<file path="config.mk">
export PLATFORM = sky130hd
export DESIGN_NAME = truth_sweep_ctrl
export DESIGN_NICKNAME = d
export VERILOG_FILES = /design/src/rtl/truth_sweep_pkg.sv /design/src/rtl/truth_sweep_ctrl_settle_timer.sv /design/src/rtl/truth_sweep_ctrl.sv
export SDC_FILE = /design/constraint.sdc
export NUM_CORES = 1
export LEC_CHECK = 0
export CORE_ASPECT_RATIO = 2
export CORE_MARGIN = 4
export CORE_UTILIZATION = 54
export CTS_BUF_LIST = sky130_fd_sc_hd__clkbuf_16
export CTS_CLUSTER_SIZE = 16
export DETAILED_ROUTE_END_ITERATION = 6
export MAX_ROUTING_LAYER = met4
export PLACE_DENSITY_LB_ADDON = 0.08
export SYNTH_ARGS = -nofsm -noshare
export SYNTH_HDL_FRONTEND = slang
export SYNTH_SLANG_ARGS = --single-unit
</file>
<file path="constraint.sdc">
create_clock -name clk -period 8.5 [get_ports clk]
set_input_delay 0.85 -clock clk [delete_from_list [all_inputs] [get_ports clk]]
set_output_delay 0.85 -clock clk [all_outputs]
set_load 0.1 [all_outputs]
</file>
<file path="src/rtl/truth_sweep_pkg.sv">
// Shared types and constants for the f4/f5/f6 truth-table sweep sequencer.
// Golden columns are indexed by vector number {w,x,y,z}.
package truth_sweep_pkg;

  typedef enum logic [1:0] {
    ST_IDLE,
    ST_SETTLE,
    ST_SAMPLE,
    ST_DONE
  } state_t;

  localparam int NUM_VEC = 16;
  localparam logic [3:0] LAST_IDX = 4'(NUM_VEC - 1);

  localparam logic [15:0] EXP_F4_DEF = 16'h8888;
  localparam logic [15:0] EXP_F5_DEF = 16'h111F;
  localparam logic [15:0] EXP_F6_DEF = 16'h212E;

  localparam int SETTLE_MIN = 1;
  localparam int SETTLE_MAX = 15;

endpackage

</file>
<file path="src/rtl/truth_sweep_ctrl_settle_timer.sv">
// 4-bit down-counter: load takes priority over decrement, holds at zero.
// zero is a pure decode of the count register.
module settle_timer (
  input  logic       clk,
  input  logic       rst,
  input  logic       load,
  input  logic [3:0] load_val,
  input  logic       dec,
  output logic       zero
);

  logic [3:0] cnt;

  always_ff @(posedge clk or posedge rst) begin
    if (rst) begin
      cnt <= '0;
    end else if (load) begin
      cnt <= load_val;
    end else if (dec && (cnt != 4'd0)) begin
      cnt <= cnt - 4'd1;
    end
  end

  assign zero = (cnt == 4'd0);

endmodule

</file>
<file path="src/rtl/truth_sweep_ctrl.sv">
// Sweeps all 16 {w,x,y,z} vectors, holds each SETTLE_CYC+1 cycles, samples f4/f5/f6.
// Records truth table, compares against golden columns; done 16*(SETTLE_CYC+1)+1 cycles after start.
module truth_sweep_ctrl
  import truth_sweep_pkg::*;
#(
  parameter int          SETTLE_CYC = 2,
  parameter logic [15:0] EXP_F4     = EXP_F4_DEF,
  parameter logic [15:0] EXP_F5     = EXP_F5_DEF,
  parameter logic [15:0] EXP_F6     = EXP_F6_DEF
) (
  input  logic        clk,
  input  logic        rst,
  input  logic        start,
  input  logic        abort,
  input  logic        f4,
  input  logic        f5,
  input  logic        f6,
  output logic        w,
  output logic        x,
  output logic        y,
  output logic        z,
  output logic        busy,
  output logic        done,
  output logic        pass,
  output logic [4:0]  err_count,
  output logic        fail_valid,
  output logic [3:0]  first_fail_idx,
  output logic [15:0] tt_f4,
  output logic [15:0] tt_f5,
  output logic [15:0] tt_f6
);

  // Out-of-range settle times are clamped rather than wrapping the 4-bit counter.
  localparam int SETTLE_EFF = (SETTLE_CYC < SETTLE_MIN) ? SETTLE_MIN :
                              (SETTLE_CYC > SETTLE_MAX) ? SETTLE_MAX : SETTLE_CYC;
  localparam logic [3:0] SETTLE_LD = 4'(SETTLE_EFF - 1);

  state_t     state_q, state_d;
  logic [3:0] idx;
  logic       timer_load, timer_dec, timer_zero;
  logic       sweep_start, sample_en, abort_go;
  logic       mis;
  logic [4:0] err_nxt;

  settle_timer u_settle_timer (
    .clk      (clk),
    .rst      (rst),
    .load     (timer_load),
    .load_val (SETTLE_LD),
    .dec      (timer_dec),
    .zero     (timer_zero)
  );

  always_ff @(posedge clk or posedge rst) begin
    if (rst) state_q <= ST_IDLE;
    else     state_q <= state_d;
  end

  always_comb begin
    state_d     = state_q;
    timer_load  = 1'b0;
    timer_dec   = 1'b0;
    sweep_start = 1'b0;
    sample_en   = 1'b0;
    abort_go    = 1'b0;
    case (state_q)
      ST_IDLE: begin
        if (start) begin
          sweep_start = 1'b1;
          timer_load  = 1'b1;
          state_d     = ST_SETTLE;
        end
      end
      ST_SETTLE: begin
        if (timer_zero) state_d   = ST_SAMPLE;
        else            timer_dec = 1'b1;
      end
      ST_SAMPLE: begin
        sample_en = 1'b1;
        if (idx == LAST_IDX) begin
          state_d = ST_DONE;
        end else begin
          timer_load = 1'b1;
          state_d    = ST_SETTLE;
        end
      end
      ST_DONE: state_d = ST_IDLE;
      default: state_d = ST_IDLE;
    endcase
    // Abort overrides everything, including the sample of the current cycle.
    if (abort && (state_q != ST_IDLE)) begin
      abort_go   = 1'b1;
      sample_en  = 1'b0;
      timer_load = 1'b0;
      timer_dec  = 1'b0;
      state_d    = ST_IDLE;
    end
  end

  assign mis     = (f4 != EXP_F4[idx]) || (f5 != EXP_F5[idx]) || (f6 != EXP_F6[idx]);
  assign err_nxt = err_count + {4'd0, mis};

  always_ff @(posedge clk or posedge rst) begin
    if (rst) begin
      idx            <= '0;
      err_count      <= '0;
      fail_valid     <= 1'b0;
      first_fail_idx <= '0;
      tt_f4          <= '0;
      tt_f5          <= '0;
      tt_f6          <= '0;
      pass           <= 1'b0;
    end else begin
      if (sweep_start) begin
        idx            <= '0;
        err_count      <= '0;
        fail_valid     <= 1'b0;
        first_fail_idx <= '0;
        tt_f4          <= '0;
        tt_f5          <= '0;
        tt_f6          <= '0;
        pass           <= 1'b0;
      end
      if (sample_en) begin
        tt_f4[idx] <= f4;
        tt_f5[idx] <= f5;
        tt_f6[idx] <= f6;
        if (mis) begin
          err_count <= err_nxt;
          if (!fail_valid) begin
            first_fail_idx <= idx;
            fail_valid     <= 1'b1;
          end
        end
        // pass becomes visible in the DONE cycle, built from the final count.
        if (idx == LAST_IDX) pass <= (err_nxt == 5'd0);
        else                 idx  <= idx + 4'd1;
      end
      if (abort_go || (state_q == ST_DONE)) idx <= '0;
      if (abort_go) pass <= 1'b0;
    end
  end

  assign {w, x, y, z} = idx;
  assign busy = (state_q == ST_SETTLE) || (state_q == ST_SAMPLE);
  assign done = (state_q == ST_DONE) && !abort;

endmodule

</file>
==> results of run 1 <==
## where the power goes
group / total (W) / internal, W / switching (W)
Sequential: 0.000406 / 0.000367 / 0.0000391
Clock: 0.000352 / 0.000222 / 0.000131
Combinational: 0.000540 / 0.000139 / 0.000401
## Yosys cell counts, drive strengths merged
cell type,instances,area share
a211oi,1,0.0023
a21boi,2,0.0046
a21o,1,0.0023
a21oi,11,0.017
a2bb2oi,1,0.0046
and2,1,0.0027
and3,2,0.0039
buf,5,0.0073
clkbuf,9,0.010
dfrtp,69,0.53
ha,13,0.050
inv,18,0.021
mux2i,8,0.025
nand2,16,0.019
nand2b,3,0.0058
nand3,69,0.11
nand4,5,0.014
nor2,12,0.014
nor2b,4,0.0077
nor3,4,0.0097
nor3b,1,0.0023
nor4,1,0.0019
o2111ai,1,0.0027
o211a,1,0.0031
o211ai,1,0.0023
o21ai,54,0.088
o21bai,1,0.0023
o221ai,1,0.0027
o22ai,1,0.0019
o311a,1,0.0031
o32a,2,0.0062
or2,1,0.0019
or2b,1,0.0027
or3,1,0.0019
or4,1,0.0023
xnor2,3,0.0081
xor2,2,0.0054
## flip-flops by register name, indices dropped and copies added, names as in the netlist
| name | cells |
|---|---|
| tt_f4 | 16 |
| u_settle_timer.cnt | 4 |
| state_q | 2 |
| first_fail_idx | 4 |
| pass | 1 |
| err_count | 5 |
| tt_f6 | 16 |
| idx | 4 |
| fail_valid | 1 |
| tt_f5 | 16 |
## per-stage QoR
| step | total power (W) | hold slack (ps) | util | cells |
|---|---|---|---|---|
| global placement | 0.000944 | 479 | 0.691 | 447 |
| global route | 0.00136 | 526 | 0.740 | 463 |
| detailed placement | 0.000950 | 490 | 0.691 | 447 |
| finish | 0.00130 | 494 | 0.740 | 463 |
| CTS | 0.00130 | 501 | 0.740 | 463 |
| floorplan | 0.000831 | 505 | - | 328 |
## critical path: cells and delay by family (launching register included)
| kind | cells | cell delay, ps |
|---|---|---|
| buffers and inverters | 1 | 150 |
| AO/OA/AOI/OAI | 3 | 470 |
| adder cells (fa/ha/maj) | 3 | 730 |
| flip-flops | 1 | 500 |
| AND/OR/NAND/NOR | 6 | 1550 |
## cell families (layout without fill, tap and decap cells)
family                   Yosys count  in the layout
AND/OR/NAND/NOR                  122            122
adder cells (fa/ha/maj)           13             13
multiplexers                       8              8
buffers and inverters             32            106
AO/OA/AOI/OAI                     79             79
flip-flops                        69             69
XOR/XNOR                           5              5
## per-layer routing
layer	global-route usage	vias up
li1	-	1313
met1	0.260	1317
met2	0.411	68
met3	0.0458	15
met4	0.123	0
met5	-	-
## worst max-delay path by stage
stage / startpoint / endpoint / depth (start not counted)
global route: idx[1] / pass / 13
CTS: f6 / pass / 11
global placement: f6 / pass / 11
finish: idx[0] / pass / 13
detailed placement: f6 / pass / 11
floorplan: idx[1] / pass / 13
## layout make-up
type,count,area share
clock buffer,9,0.0529
clock inverter,7,0.0132
inverter,18,0.0159
multi-input combinational,227,0.326
sequential,69,0.405
tap,61,0.0179
timing repair buffer,72,0.169
==> summary.txt, run 1 <==
Status -> complete, no violations
Mux cell area share after synthesis -> 0.0247
Max-slew headroom -> 0.252
DIE HEIGHT -> 118 µm
Iteration-0 DRC Markers -> 116
Compound-Gate Fraction of Synth Area -> 0.143
Vias -> 2,713
Commonest non-fill, non-tap cell in the layout -> clkdlybuf4s50_1
F_max -> 0.288 GHz
Startpoint types -> flip-flop
Largest net degree at the start of global routing -> 70
Reg area -> 0.00173 mm²
Post-DP HPWL -> 5450 µm
Largest family of logic cells by synthesized area -> simple AND/OR/NAND/NOR gates
IO Count -> 72
CP Max Fanout -> 8
Count of final setup violators -> 0
Register area share after synthesis -> 0.533
Top routing layer used -> met4
Max clock buf depth -> 2
Netlist cell types -> 43
Type of the worst setup path -> reg2reg
Cts bufs inserted -> 9
Pwr per Cell Area -> 305 mW/mm²
Core area -> 0.00576 mm²
Worst Skew -> 4.47 ps
Mapped Area -> 0.00324 mm²
WL/cell -> 17.2 µm
Root Buffer -> clkbuf_16
Layout Nets -> 417
DRC -> 0
CP max stage delay -> 500 ps
Routed Antenna Nets -> 0
Post-synthesis cell count -> 328
Worst r2r src -> idx[0]
First-pass GRT wire length -> 13,400 µm
Critical R2R Capture -> pass
Detail Route met2 WL -> 4450 µm
Reg2reg path depth -> 13
Fillers -> 477
Vias/cell -> 5.86
CTS Sinks -> 69
PnR worst setup slack -> 5030 ps
Finished Cell Area -> 0.00426 mm²
Critical Path RT -> 8750 ps
Layout area overhead -> 31.5%
VDD IR-drop max -> 0.301 mV
Placer Congestion -> 0.857
Worst R2R Setup Slack -> 5030 ps
Pre-CTS setup slack -> 4690 ps
Ys Warns -> 0
Port buffer count -> 71
Commonest cells after routing, fill and taps aside -> clkdlybuf4s50_1, nand3_1, dfrtp_1
Period utilization -> 0.408
Drt first pass iters -> 4
TritonCTS clock tree -> built
DIE AREA -> 0.00737 mm²
WHS Path Cells -> 2
Adder-cell share of the synthesized area -> 0.0502
Register bit total from synthesis -> 69
Row cnt -> 39
Post-route minimum period -> 3470 ps
Die X -> 62.8 µm
Synth Area per Inst -> 9.87 µm²
Clock latency on the worst-skew pair -> 330 ps
WL met1 -> 3060 µm
Starting Density -> 0.562
Least-Margin Pin Slew -> 1120 ps
Number of global-route vias before repair -> 2,658
Hold path startpoint -> tt_f4[10]
Antenna diodes -> 0
Setup_tns -> 0 ps
Met3 routed WL -> 274 µm
Clock transition at the registers of the reported paths -> 50 ps
Initial antenna violation count -> 0
DRT Wirelength -> 7980 µm
Worst min-delay path class -> reg2reg
Syn nets -> 348
H-Tree Depth -> 3
Dpl cell area -> 0.00398 mm²
Final global-route overflow total -> 0
Share of layout cells above drive strength 1 -> 0.0597
Worst Hold End -> tt_f4[10]
RSZ-0062 raised after global routing -> no
Post-CTS Setup Bufs -> 0
Worst setup EP type -> flip-flop
CP Cell Sequence -> inv_1 -> ha_1 -> nor3b_1 -> or3_1 -> nand3_1 -> or2_2 -> ha_1 -> ha_1 -> nor2_1 -> a21oi_1 -> o32a_1 -> or4_1 -> a21boi_1
Max-Cap Viols -> 0
Multi-input gate area -> 0.00139 mm²
Slew Viols, Final -> 0
Slowest CP cell -> dfrtp_1
Post-CTS sizing -> 0
Lkg Pwr -> 1.88 nW
Synth Area in Simple Gates -> 0.196
Most frequent CP cell -> ha_1
XOR/XNOR share of the synthesized area -> 0.0135
GRT Util Overall -> 0.240
Post-CTS Hold Buffers -> 0
CP arrival -> 3720 ps
Final hold violations -> 0
Power figures use the tool's default switching activity.
==> run 2: changes to the inputs <==
--- a/config.mk
+++ b/config.mk
@@ -7,7 +7,7 @@
 export LEC_CHECK = 0
 export CORE_ASPECT_RATIO = 2
 export CORE_MARGIN = 4
-export CORE_UTILIZATION = 54
+export CORE_UTILIZATION = 45
 export CTS_BUF_LIST = sky130_fd_sc_hd__clkbuf_16
 export CTS_CLUSTER_SIZE = 16
 export DETAILED_ROUTE_END_ITERATION = 6
==> constraint.sdc (replaced) <==
create_clock -name clk -period 2.8 [get_ports clk]
set_input_delay 0.28 -clock clk [delete_from_list [all_inputs] [get_ports clk]]
set_output_delay 0.28 -clock clk [all_outputs]
set_load 0.1 [all_outputs]
==> run 2 against run 1 <==
  * Largest cell class unchanged
  * Power rose to 3.2 times the previous value
  * Critical endpoint unchanged
  * Wire length up 5.1%
  * Via count up 1.7%
  * The flow now finishes with violations (setup timing)
  * Fmax up 24%
  * Clock power rose to 3.1 times the previous value
  * Sequential power rose to 3.0 times the previous value
  * Global-route usage down 2.3 points
  * Critical path type unchanged
  * Utilization down 11 points
  * Non-clock buffer count up 18
==> summary.txt, run 2 (synthesis gave the netlist of run 1 again) <==
Sw power -> 0.00182 W (+220%)
TritonCTS clock tree -> built
Root Buffer -> clkbuf_16
Final global-route overflow total -> 0 (unchanged)
Critical R2R Capture -> pass
Worst min-delay path class -> in2async
Sw frac -> 0.438 (-0.00161)
Clock Power Share -> 0.265 (-0.006)
Pwr per Cell Area -> 947 mW/mm² (+210%)
WL/cell -> 16.4 µm (-4.5%)
Drt first pass iters -> 4 (unchanged)
Final hold violations -> 0 (unchanged)
Share of layout cells above drive strength 1 -> 0.302 (+0.243)
Slew Viols, Final -> 0 (unchanged)
DRT Wirelength -> 8390 µm (+5.1%)
CP Max Fanout -> 4 (-4)
Count of final setup violators -> 1 (+1)
Initial antenna violation count -> 0 (unchanged)
Worst R2R Setup Slack -> -2 ps (-5030 ps)
Failing checks -> setup timing
Reg area -> 0.00173 mm² (+0.29%)
Die X -> 68.0 µm (+8.3%)
Iteration-0 DRC Markers -> 173 (+49%)
Commonest non-fill, non-tap cell in the layout -> buf_4
Reg power frac -> 0.297 (-0.016)
CP arrival -> 3050 ps (-670 ps)
PnR worst setup slack -> -1.86 ps (-5030 ps)
Period utilization -> 1.00 (+0.593)
CP max stage delay -> 440 ps (-60 ps)
GRT Util Overall -> 0.217 (-0.0227)
Placer Congestion -> 0.856 (-0.18%)
Regs by FF count -> tt_f4 (16), tt_f5 (16), tt_f6 (16)
Core area -> 0.00699 mm² (+21%)
Routed Antenna Nets -> 0 (unchanged)
Vias/cell -> 5.41 (-7.7%)
Starting Density -> 0.463 (-0.0994)
DIE AREA -> 0.00870 mm² (+18%)
Row cnt -> 43 (+10%)
CP Cell Sequence -> inv_2 -> ha_2 -> nor2b_1 -> or3_4 -> nand3_2 -> or2_4 -> ha_4 -> ha_4 -> a21boi_1 -> a21oi_1 -> o32a_1 -> or4_1 -> a21boi_1
Worst setup EP type -> flip-flop
Number of global-route vias before repair -> 2,746 (+3.3%)
CTS Sinks -> 69 (unchanged)
Max-slew headroom -> 0.605 (+0.353)
Least-Margin Pin Slew -> 591 ps (-527 ps)
Combinational Power Share -> 0.438 (+0.022)
Post-route minimum period -> 2800 ps (-666 ps)
Worst Skew -> 3.78 ps (-0.687 ps)
Multi-input gate area -> 0.00148 mm² (+6.8%)
VDD IR-drop max -> 1.29 mV (+330%)
H-Tree Depth -> 3 (unchanged)
Lkg Pwr -> 2.11 nW (+12%)
Commonest cells after routing, fill and taps aside -> buf_4, nand3_1, dfrtp_1
Port buffer count -> 71 (unchanged)
DIE HEIGHT -> 128 µm (+8.9%)
Internal power -> 0.00233 W (+220%)
Fillers -> 650 (+36%)
Slowest CP cell -> dfrtp_2
Status -> finished with violations
Critical Path RT -> 3050 ps (-5700 ps)
Worst path bufs/invs -> 1 (unchanged)
Finished Cell Area -> 0.00438 mm² (+2.9%)
Type of the worst setup path -> reg2reg
Layout area overhead -> 35.4%
Antenna diodes -> 0 (unchanged)
Largest net degree at the start of global routing -> 37 (-47%)
Startpoint types -> flip-flop
Cts bufs inserted -> 9 (unchanged)
First-pass GRT wire length -> 13,800 µm (+3.2%)
Clock transition at the registers of the reported paths -> 60 ps (about the same)
Layout Nets -> 435 (+4.3%)
Clock latency on the worst-skew pair -> 330 ps (about the same)
Max clock buf depth -> 2 (unchanged)
Post-DP HPWL -> 6100 µm (+12%)
Max-Cap Viols -> 0 (unchanged)
Dpl cell area -> 0.00404 mm² (+1.5%)
Vias -> 2,759 (+1.7%)
Worst r2r src -> idx[0]
Hold WS -> 160 ps (-335 ps)
Pre-CTS setup slack -> -55.3 ps (-4750 ps)
Reg2reg path depth -> 13 (unchanged)
DRC -> 0 (unchanged)
IO Count -> 72 (unchanged)
F_max -> 0.357 GHz (+24%)
Crit path max-delay family -> simple AND/OR/NAND/NOR gates
RSZ-0062 raised after global routing -> yes
-- run 2: changes by cell type in the layout (fill, tap and decap cells not counted), moves of 4 or more --
cell             before  now
buf_4                 1   83
clkdlybuf4s50_1      71    6
ha_1                 13    8
dfrtp_1              69   65
dfrtp_2               0    4
ha_4                  0    4
-- run 2: metrics by stage --
step           TNS [ps]  cells   util  power (W)
4_1_cts               0    509  0.622    0.00415
3_3_place_gp          0    493  0.577    0.00300
6_report          -1.86    510  0.627    0.00415
5_1_grt            -115    510  0.627    0.00436
2_1_floorplan      -481    328      -    0.00257
3_5_place_dp      -55.3    493  0.577    0.00302
-- run 2: power by group through the flow --
| stage | registers [W] | clock network [W] | logic (W) |
|---|---|---|---|
| after floorplan | 0.00177 | 0 | 0.000799 |
| after global placement | 0.00124 | 0 | 0.00175 |
| after detailed placement | 0.00125 | 0 | 0.00177 |
| after CTS | 0.00123 | 0.00112 | 0.00180 |
| after global routing | 0.00125 | 0.00116 | 0.00194 |
| final | 0.00123 | 0.00110 | 0.00182 |
-- run 2: routing by layer --
layer | part of all wire | GRT usage
met2 | 0.56 | 0.381
met3 | 0.035 | 0.0368
met1 | 0.39 | 0.241
met5 | 0 | -
met4 | 0.016 | 0.0739
-- run 2: layout make-up --
type	count	area share
well taps	90	0.0257
flip-flops and latches	69	0.395
multi-input cells	227	0.338
clock inverters	7	0.0151
repair buffers	90	0.158
clock buffers	9	0.0514
inverters	18	0.0160
-- run 2: worst max path at each step --
stage / from / cells past startpoint / to / slack (ps)
after floorplan: idx[0] / 13 / pass / -480
after global placement: f6 / 12 / pass / 30
after detailed placement: f6 / 12 / pass / -60
after CTS: idx[0] / 13 / pass / 2
after global routing: idx[0] / 13 / pass / -110
final: idx[0] / 13 / pass / -2
-- run 2: what timing repair did --
item / 4_1_cts / 5_1_grt
pin swaps: 1 / 4
gates resized for setup: 4 / 7
setup endpoints to repair: 1 / 1
setup buffers: 0 / 1
hold buffers: 0 / 0
